## src/rtl/rv_ctrl_pkg.sv

```systemverilog
// Shared state, opcode and control-field encodings for the multi-cycle RV32I
// main control FSM and its memory wait timer.
package rv_ctrl_pkg;

  typedef enum logic [3:0] {
    FETCH,
    DECODE,
    MEMADR,
    MEMRD,
    MEMWB,
    MEMWR,
    EXEC_R,
    EXEC_I,
    ALUWB,
    BRANCH,
    TRAP
  } state_t;

  localparam logic [6:0] OP_R      = 7'b0110011;
  localparam logic [6:0] OP_I      = 7'b0010011;
  localparam logic [6:0] OP_LOAD   = 7'b0000011;
  localparam logic [6:0] OP_STORE  = 7'b0100011;
  localparam logic [6:0] OP_BRANCH = 7'b1100011;

  localparam logic [2:0] F3_WORD = 3'b010;
  localparam logic [2:0] F3_BEQ  = 3'b000;
  localparam logic [2:0] F3_ADDI = 3'b000;

  localparam logic [1:0] ALUOP_ADD   = 2'b00;
  localparam logic [1:0] ALUOP_SUB   = 2'b01;
  localparam logic [1:0] ALUOP_FUNCT = 2'b10;

  localparam logic [1:0] SRCA_PC   = 2'b00;
  localparam logic [1:0] SRCA_RS1  = 2'b01;
  localparam logic [1:0] SRCB_RS2  = 2'b00;
  localparam logic [1:0] SRCB_FOUR = 2'b01;
  localparam logic [1:0] SRCB_IMM  = 2'b10;

  localparam logic [1:0] FAULT_NONE    = 2'b00;
  localparam logic [1:0] FAULT_ILLEGAL = 2'b01;
  localparam logic [1:0] FAULT_TIMEOUT = 2'b10;

  typedef struct packed {
    logic       mem_read;
    logic       mem_write;
    logic       iord;
    logic       ir_write;
    logic       pc_write;
    logic       pc_write_cond;
    logic       pc_source;
    logic [1:0] alu_src_a;
    logic [1:0] alu_src_b;
    logic [1:0] aluop;
    logic       reg_write;
    logic       mem_to_reg;
    logic       instr_done;
  } ctrl_t;

  function automatic logic is_wait_state(state_t s);
    return (s == FETCH) || (s == MEMRD) || (s == MEMWR);
  endfunction

endpackage

```

## src/rtl/mem_wait_timer.sv

```systemverilog
// Counts stalled memory cycles within one FSM state and flags the cycle on
// which the wait budget is used up.
module mem_wait_timer #(
  parameter int MEM_TIMEOUT = 1
) (
  input  logic clk,
  input  logic reset,
  input  logic waiting,
  input  logic mem_ready,
  input  logic clear,
  output logic timeout
);

  localparam int            CW   = $clog2(MEM_TIMEOUT + 1);
  localparam logic [CW-1:0] LAST = CW'(MEM_TIMEOUT - 1);
  localparam logic [CW-1:0] FULL = CW'(MEM_TIMEOUT);

  logic [CW-1:0] cnt;
  logic          stall;

  assign stall = waiting && !mem_ready;

  // cnt holds the stalls already seen, so cnt == N-1 makes this stall the N-th;
  // a ready memory in that cycle never times out because stall is low.
  assign timeout = stall && (cnt == LAST);

  always_ff @(posedge clk) begin
    if (reset || clear) begin
      cnt <= '0;
    end else if (stall && (cnt != FULL)) begin
      cnt <= cnt + CW'(1);
    end
  end

endmodule

```

## src/rtl/multicycle_main_control.sv

```systemverilog
// Multi-cycle RV32I main control: sequences fetch/decode/execute/memory/writeback,
// drives datapath enables and the aluop code, and traps on illegal ops or memory stalls.
module multicycle_main_control
  import rv_ctrl_pkg::*;
#(
  parameter int ENABLE_ADDI = 1,
  parameter int MEM_TIMEOUT = 0
) (
  input  logic       clk,
  input  logic       reset,
  input  logic [6:0] opcode,
  input  logic [2:0] funct3,
  input  logic       mem_ready,
  output logic       mem_read,
  output logic       mem_write,
  output logic       iord,
  output logic       ir_write,
  output logic       pc_write,
  output logic       pc_write_cond,
  output logic       pc_source,
  output logic [1:0] alu_src_a,
  output logic [1:0] alu_src_b,
  output logic [1:0] aluop,
  output logic       reg_write,
  output logic       mem_to_reg,
  output logic       instr_done,
  output logic       fault,
  output logic [1:0] fault_code
);

  state_t     state;
  state_t     state_nxt;
  ctrl_t      ctrl;
  logic [1:0] fc_nxt;
  logic       fault_q;
  logic [1:0] fault_code_q;
  logic       timeout;

  function automatic state_t decode_next(input logic [6:0] op, input logic [2:0] f3);
    state_t s;
    s = TRAP;
    case (op)
      OP_R:              s = EXEC_R;
      OP_LOAD, OP_STORE: if (f3 == F3_WORD) s = MEMADR;
      OP_BRANCH:         if (f3 == F3_BEQ) s = BRANCH;
      OP_I:              if ((ENABLE_ADDI != 0) && (f3 == F3_ADDI)) s = EXEC_I;
      default:           s = TRAP;
    endcase
    return s;
  endfunction

  generate
    if (MEM_TIMEOUT > 0) begin : g_timer
      logic waiting;
      logic clear;

      assign waiting = is_wait_state(state);
      assign clear   = (state_nxt != state);

      mem_wait_timer #(
        .MEM_TIMEOUT(MEM_TIMEOUT)
      ) u_timer (
        .clk      (clk),
        .reset    (reset),
        .waiting  (waiting),
        .mem_ready(mem_ready),
        .clear    (clear),
        .timeout  (timeout)
      );
    end else begin : g_no_timer
      assign timeout = 1'b0;
    end
  endgenerate

  always_comb begin
    state_nxt = state;
    fc_nxt    = FAULT_NONE;
    ctrl      = '0;
    case (state)
      FETCH: begin
        ctrl.mem_read  = 1'b1;
        ctrl.alu_src_a = SRCA_PC;
        ctrl.alu_src_b = SRCB_FOUR;
        ctrl.aluop     = ALUOP_ADD;
        ctrl.ir_write  = mem_ready;
        ctrl.pc_write  = mem_ready;
        if (mem_ready) begin
          state_nxt = DECODE;
        end else if (timeout) begin
          state_nxt = TRAP;
          fc_nxt    = FAULT_TIMEOUT;
        end
      end
      DECODE: begin
        // ALU precomputes the branch target while the opcode is decoded
        ctrl.alu_src_a = SRCA_PC;
        ctrl.alu_src_b = SRCB_IMM;
        ctrl.aluop     = ALUOP_ADD;
        state_nxt      = decode_next(opcode, funct3);
        if (state_nxt == TRAP) fc_nxt = FAULT_ILLEGAL;
      end
      MEMADR: begin
        ctrl.alu_src_a = SRCA_RS1;
        ctrl.alu_src_b = SRCB_IMM;
        ctrl.aluop     = ALUOP_ADD;
        state_nxt      = (opcode == OP_STORE) ? MEMWR : MEMRD;
      end
      MEMRD: begin
        ctrl.mem_read = 1'b1;
        ctrl.iord     = 1'b1;
        if (mem_ready) begin
          state_nxt = MEMWB;
        end else if (timeout) begin
          state_nxt = TRAP;
          fc_nxt    = FAULT_TIMEOUT;
        end
      end
      MEMWB: begin
        ctrl.reg_write  = 1'b1;
        ctrl.mem_to_reg = 1'b1;
        ctrl.instr_done = 1'b1;
        state_nxt       = FETCH;
      end
      MEMWR: begin
        ctrl.mem_write  = 1'b1;
        ctrl.iord       = 1'b1;
        ctrl.instr_done = mem_ready;
        if (mem_ready) begin
          state_nxt = FETCH;
        end else if (timeout) begin
          state_nxt = TRAP;
          fc_nxt    = FAULT_TIMEOUT;
        end
      end
      EXEC_R: begin
        ctrl.alu_src_a = SRCA_RS1;
        ctrl.alu_src_b = SRCB_RS2;
        ctrl.aluop     = ALUOP_FUNCT;
        state_nxt      = ALUWB;
      end
      EXEC_I: begin
        ctrl.alu_src_a = SRCA_RS1;
        ctrl.alu_src_b = SRCB_IMM;
        ctrl.aluop     = ALUOP_ADD;
        state_nxt      = ALUWB;
      end
      ALUWB: begin
        ctrl.reg_write  = 1'b1;
        ctrl.instr_done = 1'b1;
        state_nxt       = FETCH;
      end
      BRANCH: begin
        ctrl.alu_src_a     = SRCA_RS1;
        ctrl.alu_src_b     = SRCB_RS2;
        ctrl.aluop         = ALUOP_SUB;
        ctrl.pc_write_cond = 1'b1;
        ctrl.pc_source     = 1'b1;
        ctrl.instr_done    = 1'b1;
        state_nxt          = FETCH;
      end
      TRAP: begin
        state_nxt = TRAP;
      end
      default: begin
        state_nxt = FETCH;
      end
    endcase
    // Reset abandons the current instruction: no request or write escapes
    if (reset) begin
      ctrl      = '0;
      state_nxt = FETCH;
    end
  end

  always_ff @(posedge clk) begin
    if (reset) begin
      state        <= FETCH;
      fault_q      <= 1'b0;
      fault_code_q <= FAULT_NONE;
    end else begin
      state <= state_nxt;
      if ((state != TRAP) && (state_nxt == TRAP)) begin
        fault_q      <= 1'b1;
        fault_code_q <= fc_nxt;
      end
    end
  end

  assign mem_read      = ctrl.mem_read;
  assign mem_write     = ctrl.mem_write;
  assign iord          = ctrl.iord;
  assign ir_write      = ctrl.ir_write;
  assign pc_write      = ctrl.pc_write;
  assign pc_write_cond = ctrl.pc_write_cond;
  assign pc_source     = ctrl.pc_source;
  assign alu_src_a     = ctrl.alu_src_a;
  assign alu_src_b     = ctrl.alu_src_b;
  assign aluop         = ctrl.aluop;
  assign reg_write     = ctrl.reg_write;
  assign mem_to_reg    = ctrl.mem_to_reg;
  assign instr_done    = ctrl.instr_done;
  assign fault         = fault_q;
  assign fault_code    = fault_code_q;

endmodule

```

## config.mk

```make
export PLATFORM = sky130hd
export DESIGN_NAME = multicycle_main_control
export DESIGN_NICKNAME = d
export VERILOG_FILES = /design/src/rtl/rv_ctrl_pkg.sv /design/src/rtl/mem_wait_timer.sv /design/src/rtl/multicycle_main_control.sv
export SDC_FILE = /design/constraint.sdc
export NUM_CORES = 1
export LEC_CHECK = 0
export ABC_AREA = 1
export CAP_MARGIN = 20
export CORE_MARGIN = 1
export CORE_UTILIZATION = 38
export DETAILED_ROUTE_END_ITERATION = 7
export GPL_TIMING_DRIVEN = 1
export PLACE_DENSITY = 0.77
export SYNTH_ARGS = -nofsm -noshare
export SYNTH_HDL_FRONTEND = slang
export SYNTH_SLANG_ARGS = --single-unit
```

## constraint.sdc

```tcl
create_clock -name clk -period 2.02 [get_ports clk]
set_clock_uncertainty 0.2 [all_clocks]
set_input_delay 0.202 -clock clk [delete_from_list [all_inputs] [get_ports clk]]
set_output_delay 0.202 -clock clk [all_outputs]
set_load 0.02 [all_outputs]
```

==> flow_summary.ini, run 1 <==
[worst_setup_path]
cp_top_family = buffers and inverters
worstPathMaxFanout = 4
worstReg2RegStart = state[2]$_SDFF_PP0_
cp-start-kind = flip-flop
crit_slowest_cell = dfxtp_1
worst-r2r-setup-slack_ns = 0.37
regToRegEndpoint = fault_code[0]$_SDFFE_PP0P_
worstPathArrival_ns = 1.53
r2r_cells = 10
crit_buf_inv = 2
crit_type = reg2out
endpoint_kind = output pin
cp_cell_sequence = nor2_1 -> inv_1 -> a21oi_1 -> a211o_1 -> dlygate4sd2_1
worst_ep_required_time_ns = 1.62
max_stage_delay_ns = 0.38

[route]
drt_iter0_drc = 20
dr.pass1.iters = 4
drc = 0
drt_wl_total_mm = 1.61
detail-route-antenna-nets = 0
avgViaCountPerCell = 4.98
drt-wirelength-per-cell_um = 10.0
vias = 796

[yosys]
synth_cell_types = 26
synthFlopType = dfxtp_1
synth-edff-count = 0
synth_top_area_share_pct = 19.2
netlist_area_sq_um = 624
synthTopCellsByArea = dfxtp_1 19%, nand2_1 13%, nor2_1 11%
synth-seq-cells = 6
yosys-top-cells-count = 22 x nand2_1, 18 x nor2_1, 16 x inv_1, 6 x dfxtp_1
ys_seq_area_share_pct = 19.2
syn_avg_cell_area_sq_um = 5.73
synthCells = 109
async_flop_share_pct = 0
yosysTopAreaCell = dfxtp_1
yosysMostFrequentCell = nand2_1
ys_warn_count = 0

[global_route]
grt_pass1_wl_mm = 2.77
grt_start_max_net_pins = 9
grt_pass1_vias = 700
grt_antenna_before_repair = 0
grt.total_usage_pct = 19.3
grt-ovfl-total = 0

[timing]
setup_slack_ns = 0.0841
slew_viol_final = 0
finalCriticalPeriod_ns = 1.94
timing.fmax_mhz = 517
finalCritPeriodShare_pct = 95.8
hold_slack_ns = 0.265
hold_viol = 0
setup_viol = 0

[place]
gp_congestion = 0.819
dpl.hpwl_mm = 1.40
portBuffers = 29
dp_slack_ns = -0.268

[power_and_ir_drop]
power_frac_comb_pct = 53.1
ir_drop_mv = 0.384
p_sw_uw = 224
p_clk_share_pct = 19.2
p_sw_share_pct = 41.3
p_per_area_nw_per_um2 = 558
p_int_uw = 319
total_power_uw = 543
leakage_nw = 0.545
seqPwrFrac_pct = 27.7

[floorplanning]
die_h_um = 42.5
start_util_pct = 41.0
io_pins = 32
num_rows = 14
core-area_sq_um = 1520
die_width_um = 42.5
die-area_sq_um = 1810

[worst_hold_path]
min_to = fault$_SDFFE_PP0P_
min_path_type = reg2reg
min_path_cells = 2
hold_start = fault$_SDFFE_PP0P_

[layout]
synthToLayoutAreaGrowth_pct = 55.7
fillers = 147
nets = 159
multi_input_area_sq_um = 399
diodes = 0
regArea_sq_um = 121
drive_above_1_share_pct = 19.4

[cts]
cts.reportedPaths.clkPinSlew_ns = 0.04
cts_buffer_depth = 2
clk_latency_ns = 0.24
cts-htree-levels = 1
tritoncts = yes
postCtsSetupRepairBufs = 0
cts-root-buf = clkbuf_4
cts_sinks = 6
cts_inserted_buffers = 3

[status]
status = complete, no violations

[flow_run]
maxCapViolations = 0
## cell usage in the layout, fill, tap and decap left out, types with 2 or more instances in the layout
master,netlist,layout
dfxtp_1,6,5
clkdlybuf4s50_1,0,13
o22ai_1,3,3
conb_1,1,2
nand2_1,22,22
dlygate4sd2_1,0,14
nor2_1,18,18
nor3_1,5,3
clkbuf_4,0,3
a21oi_1,4,4
nor2_2,4,4
nand3_1,5,5
inv_2,3,3
a31oi_1,2,2
nor3_2,0,2
nand2_2,3,2
inv_1,16,16
buf_4,5,7
## through the flow
step | setup TNS (ns) | utilization (%) | area (sq um) | std cells
6_report | 0 | 63.8 | 972 | 160
5_1_grt | -0.0324 | 63.8 | 972 | 160
4_1_cts | 0 | 63.5 | 967 | 160
3_5_place_dp | -2.29 | 62.6 | 953 | 157
3_3_place_gp | -1.61 | 62.6 | 953 | 157
2_1_floorplan | 0 | - | 628 | 110
## worst max path at each step
stage | cells past startpoint | start | slack [ns] | end
floorplan | 5 | state[3]$_SDFF_PP0_ | 0.20 | instr_done
global placement | 6 | reset | -0.21 | instr_done
detailed placement | 6 | reset | -0.27 | instr_done
CTS | 3 | state[2]$_SDFF_PP0_ | 0.01 | aluop[1]
global route | 7 | state[3]$_SDFF_PP0_ | -0.02 | alu_src_a[0]
finish | 5 | state[2]$_SDFF_PP0_ | 0.08 | instr_done
## tightest hold or removal path, delay by kind of cell, from the launching register on
family           cells  cell delay, ns
and+or+nand+nor      2            0.11
DFF                  1            0.32
## per-layer routing
layer  part of all wire, %  vias up  track usage [%]
met5                     0        -                0
met4                     0        0             7.50
met3                   4.2        0            0.431
met2                    52       18             33.8
met1                    43      366             24.8
li1                      -      412                -
## flip-flops by register name (all words and copies together), names as in the netlist
name        cells
fault           1
fault_code      1
state           4
## cell type report
cell class | count | share of cell area, %
Tap cell | 16 | 2.06
Sequential cell | 6 | 12.5
Timing Repair Buffer | 36 | 33.2
Clock buffer | 3 | 2.32
Inverter | 21 | 8.88
Multi-Input combinational cell | 78 | 41.1
## kinds of logic after synthesis
group	count (synthesis)	share of synthesized area, %
and+or+nand+nor	59	42.1
buffers and inverters	26	19.8
AOI/OAI and AO/OA	17	18.2
DFF	6	19.2
other	1	0.601
## power groups by stage
stage	clock [mW]	combinational, mW	sequential, mW
4_1_cts	0.112	0.286	0.148
3_5_place_dp	0	0.303	0.150
6_report	0.104	0.288	0.150
2_1_floorplan	0	0.186	0.150
5_1_grt	0.114	0.316	0.152
3_3_place_gp	0	0.300	0.149
## repair_timing
action | CTS | global route
hold buffers | 0 | 0
setup endpoints to repair | 15 | 3
gates resized for setup | 17 | 5
pin swaps | 0 | 0
No activity file was read; power rests on OpenSTA's default activity.
==> run 2: changes to the inputs <==
Settings changed: CTS_CLUSTER_SIZE set to 16, SYNTH_HIERARCHICAL set to 1.
==> results of run 2 <==
Same layout as run 1: the final DEF is identical, and so are final timing and power.
Main changes from that run: Yosys warning count 0 -> 6
==> run 3: changes to the inputs <==
Settings changed: ABC_AREA 1 to unset, CORE_UTILIZATION 38 to 40, MAX_ROUTING_LAYER set to met4, PLACE_DENSITY 0.77 to 0.81.
==> run 3 against run 2 <==
Against the previous run:
- the run now ends with DRC left
- largest cell class unchanged
- power shrank 0.98%
- synthesized cell count shrank 15%
- count of clock-buffer cells in the layout is the same
- synthesized area is 10% higher
- final area grew 7.6%
- highest routed layer is now met4
- clock power rose by 8%
- utilization increased by 3.3 points
- sequential cell count did not move
- via count grew 0.13%
- sequential share of layout area fell by 0.76 points
- global-route usage increased by 3.3 points
- critical endpoint is now mem_read
- maximum frequency down 0.87%
- largest power group unchanged
==> flow_summary.ini, run 3 <==
[status]
status = complete, but fails checks
violations = DRC

[layout]
largest_reg_flops = 4
design_area_sq_um = 1050
layout_common_cells = 14 x clkdlybuf4s50_1, 12 x dlygate4sd2_1, 11 x buf_4
nets = 144
top_register = state
fin_cells = 145
drive_above_1_share_pct = 20.9
synthToLayoutAreaGrowth_pct = 52.3
diodes = 0
finish.utilization_pct = 67.1
layout_commonest_cell = clkdlybuf4s50_1

[cts]
cts.reportedPaths.clkPinSlew_ns = 0.05
cts-root-buf = clkbuf_4
clk_latency_ns = 0.25
postCtsSetupRepairBufs = 0
cts_inserted_buffers = 3
hold_buffers = 0
cts-htree-levels = 1
cts_sinks = 6
tritoncts = yes
cts_buffer_depth = 2

[yosys]
synth_top_area_share_pct = 17.5
netlist_area_sq_um = 687
ys_seq_area_share_pct = 17.5
yosysMostFrequentCell = nor2_1
synth-seq-cells = 6
synth-edff-count = 0
async_flop_share_pct = 0
syn_avg_cell_area_sq_um = 7.39
synthCells = 93
synthFlopType = dfxtp_1
yosysTopAreaCell = dfxtp_1
ys_warn_count = 6
synthTopCellsByArea = dfxtp_1 17%, nand2b_1 8.2%, nor2_1 5.5%
yosys-top-cells-count = 10 x nor2_1, 9 x nand2b_1, 6 x a21oi_1, 6 x dfxtp_1
synth_cell_types = 38

[place]
portBuffers = 29
gp_congestion = 0.921
dpl.cell_count = 142
dpl.hpwl_mm = 1.47
placed_area_sq_um = 1040

[route]
vias = 797
drc = 6
dr.pass1.iters = 6
drt-wirelength-per-cell_um = 12.5
avgViaCountPerCell = 5.50
drt_wl_total_mm = 1.81
drt_iter0_drc = 24
detail-route-antenna-nets = 0

[worst_setup_path]
worstPathMaxFanout = 9
crit_type = in2out
worst_ep_required_time_ns = 1.62
endpoint_kind = output pin
worstPathArrival_ns = 1.55
cp-start-kind = primary input

[flow_run]
maxCapViolations = 0

[power_and_ir_drop]
ir_drop_mv = 0.331
leakage_nw = 0.461
p_per_area_nw_per_um2 = 514

[global_route]
grt_antenna_before_repair = 0
grt_pass1_wl_mm = 2.98
grt_pass1_vias = 703
grt.total_usage_pct = 22.6
grt-ovfl-total = 0
grt_start_max_net_pins = 14

[timing]
rsz0062_at_grt = yes
hold_slack_ns = 0.273
finalCriticalPeriod_ns = 1.95
timing.fmax_mhz = 512
setup_viol = 0
slew_viol_final = 0
hold_viol = 0
finalCritPeriodShare_pct = 96.7
finalSetupTns_ns = 0

[floorplanning]
num_rows = 14
die_width_um = 43.4
core-area_sq_um = 1560
die-area_sq_um = 1890
io_pins = 32
start_util_pct = 44.1
die_h_um = 43.4

[worst_hold_path]
min_path_type = reg2reg
## run 3: cell count changes after synthesis, moves of 3 or more
cell,previous run,this run
and3_1,0,4
buf_2,0,3
inv_1,16,4
inv_2,3,0
mux2i_1,0,3
nand2_1,22,4
nand2_2,3,0
nand2b_1,0,9
nand3_1,5,0
nor2_1,18,10
nor2_2,4,0
nor3_1,5,2
nor3b_1,0,3
## run 3: cell type report
class,count,area [sq um]
well taps,16,20.0
inverters,4,15.0
flip-flops and latches,6,123
repair buffers,41,368
multi-input cells,75,498
fillers,145,513
clock buffers,3,22.5
## run 3: final timing paths
check                           start            endpoint  slack (ns)  cells after the start
hold / removal     fault$_SDFFE_PP0P_  fault$_SDFFE_PP0P_        0.27                      2
hold reg to reg    fault$_SDFFE_PP0P_  fault$_SDFFE_PP0P_        0.27                      2
setup / recovery                reset            mem_read        0.07                      5
setup reg to reg  state[3]$_SDFF_PP0_  fault$_SDFFE_PP0P_        0.35                      5
## run 3: stage by stage
stage / setup slack (ns) / power [mW]
CTS: 0.00118 / 0.539
finish: 0.0672 / 0.538
detailed placement: -0.307 / 0.437
floorplan: 0.0595 / 0.317
global route: -0.00913 / 0.573
global placement: -0.292 / 0.433
## run 3: critical path, stage by stage
cell             delay (ns)
clkdlybuf4s50_1        0.42
buf_4                  0.17
nor3_1                 0.25
and3_1                 0.19
dlygate4sd2_1          0.33
## run 3: power by group
part	internal, mW	switching [mW]	leakage, nW
Combinational	0.141	0.140	0.397
Sequential	0.132	0.0126	0.0498
Clock	0.0673	0.0446	0.0138
Total	0.340	0.197	0.461
## run 3: kinds of logic (layout without fill, tap and decap cells)
| family | Yosys count | count (layout) | synth area share [%] |
|---|---|---|---|
| buffers and inverters | 13 | 48 | 12.0 |
| muxes | 3 | 3 | 4.37 |
| and+or+nand+nor | 46 | 46 | 40.4 |
| other | 1 | 2 | 0.546 |
| AOI/OAI and AO/OA | 24 | 24 | 25.1 |
| DFF | 6 | 6 | 17.5 |
## run 3: what timing repair did
action                                 CTS  global route
resized for setup                       20             5
setup endpoints to repair               15             6
endpoints found under the hold margin    0             0
## run 3: per-layer routing
metal | wire length (um) | global-route usage, %
met1 | 837 | 26.0
met5 | 0 | -
met3 | 74 | 4.58
met2 | 850 | 36.1
met4 | 49 | 13.8
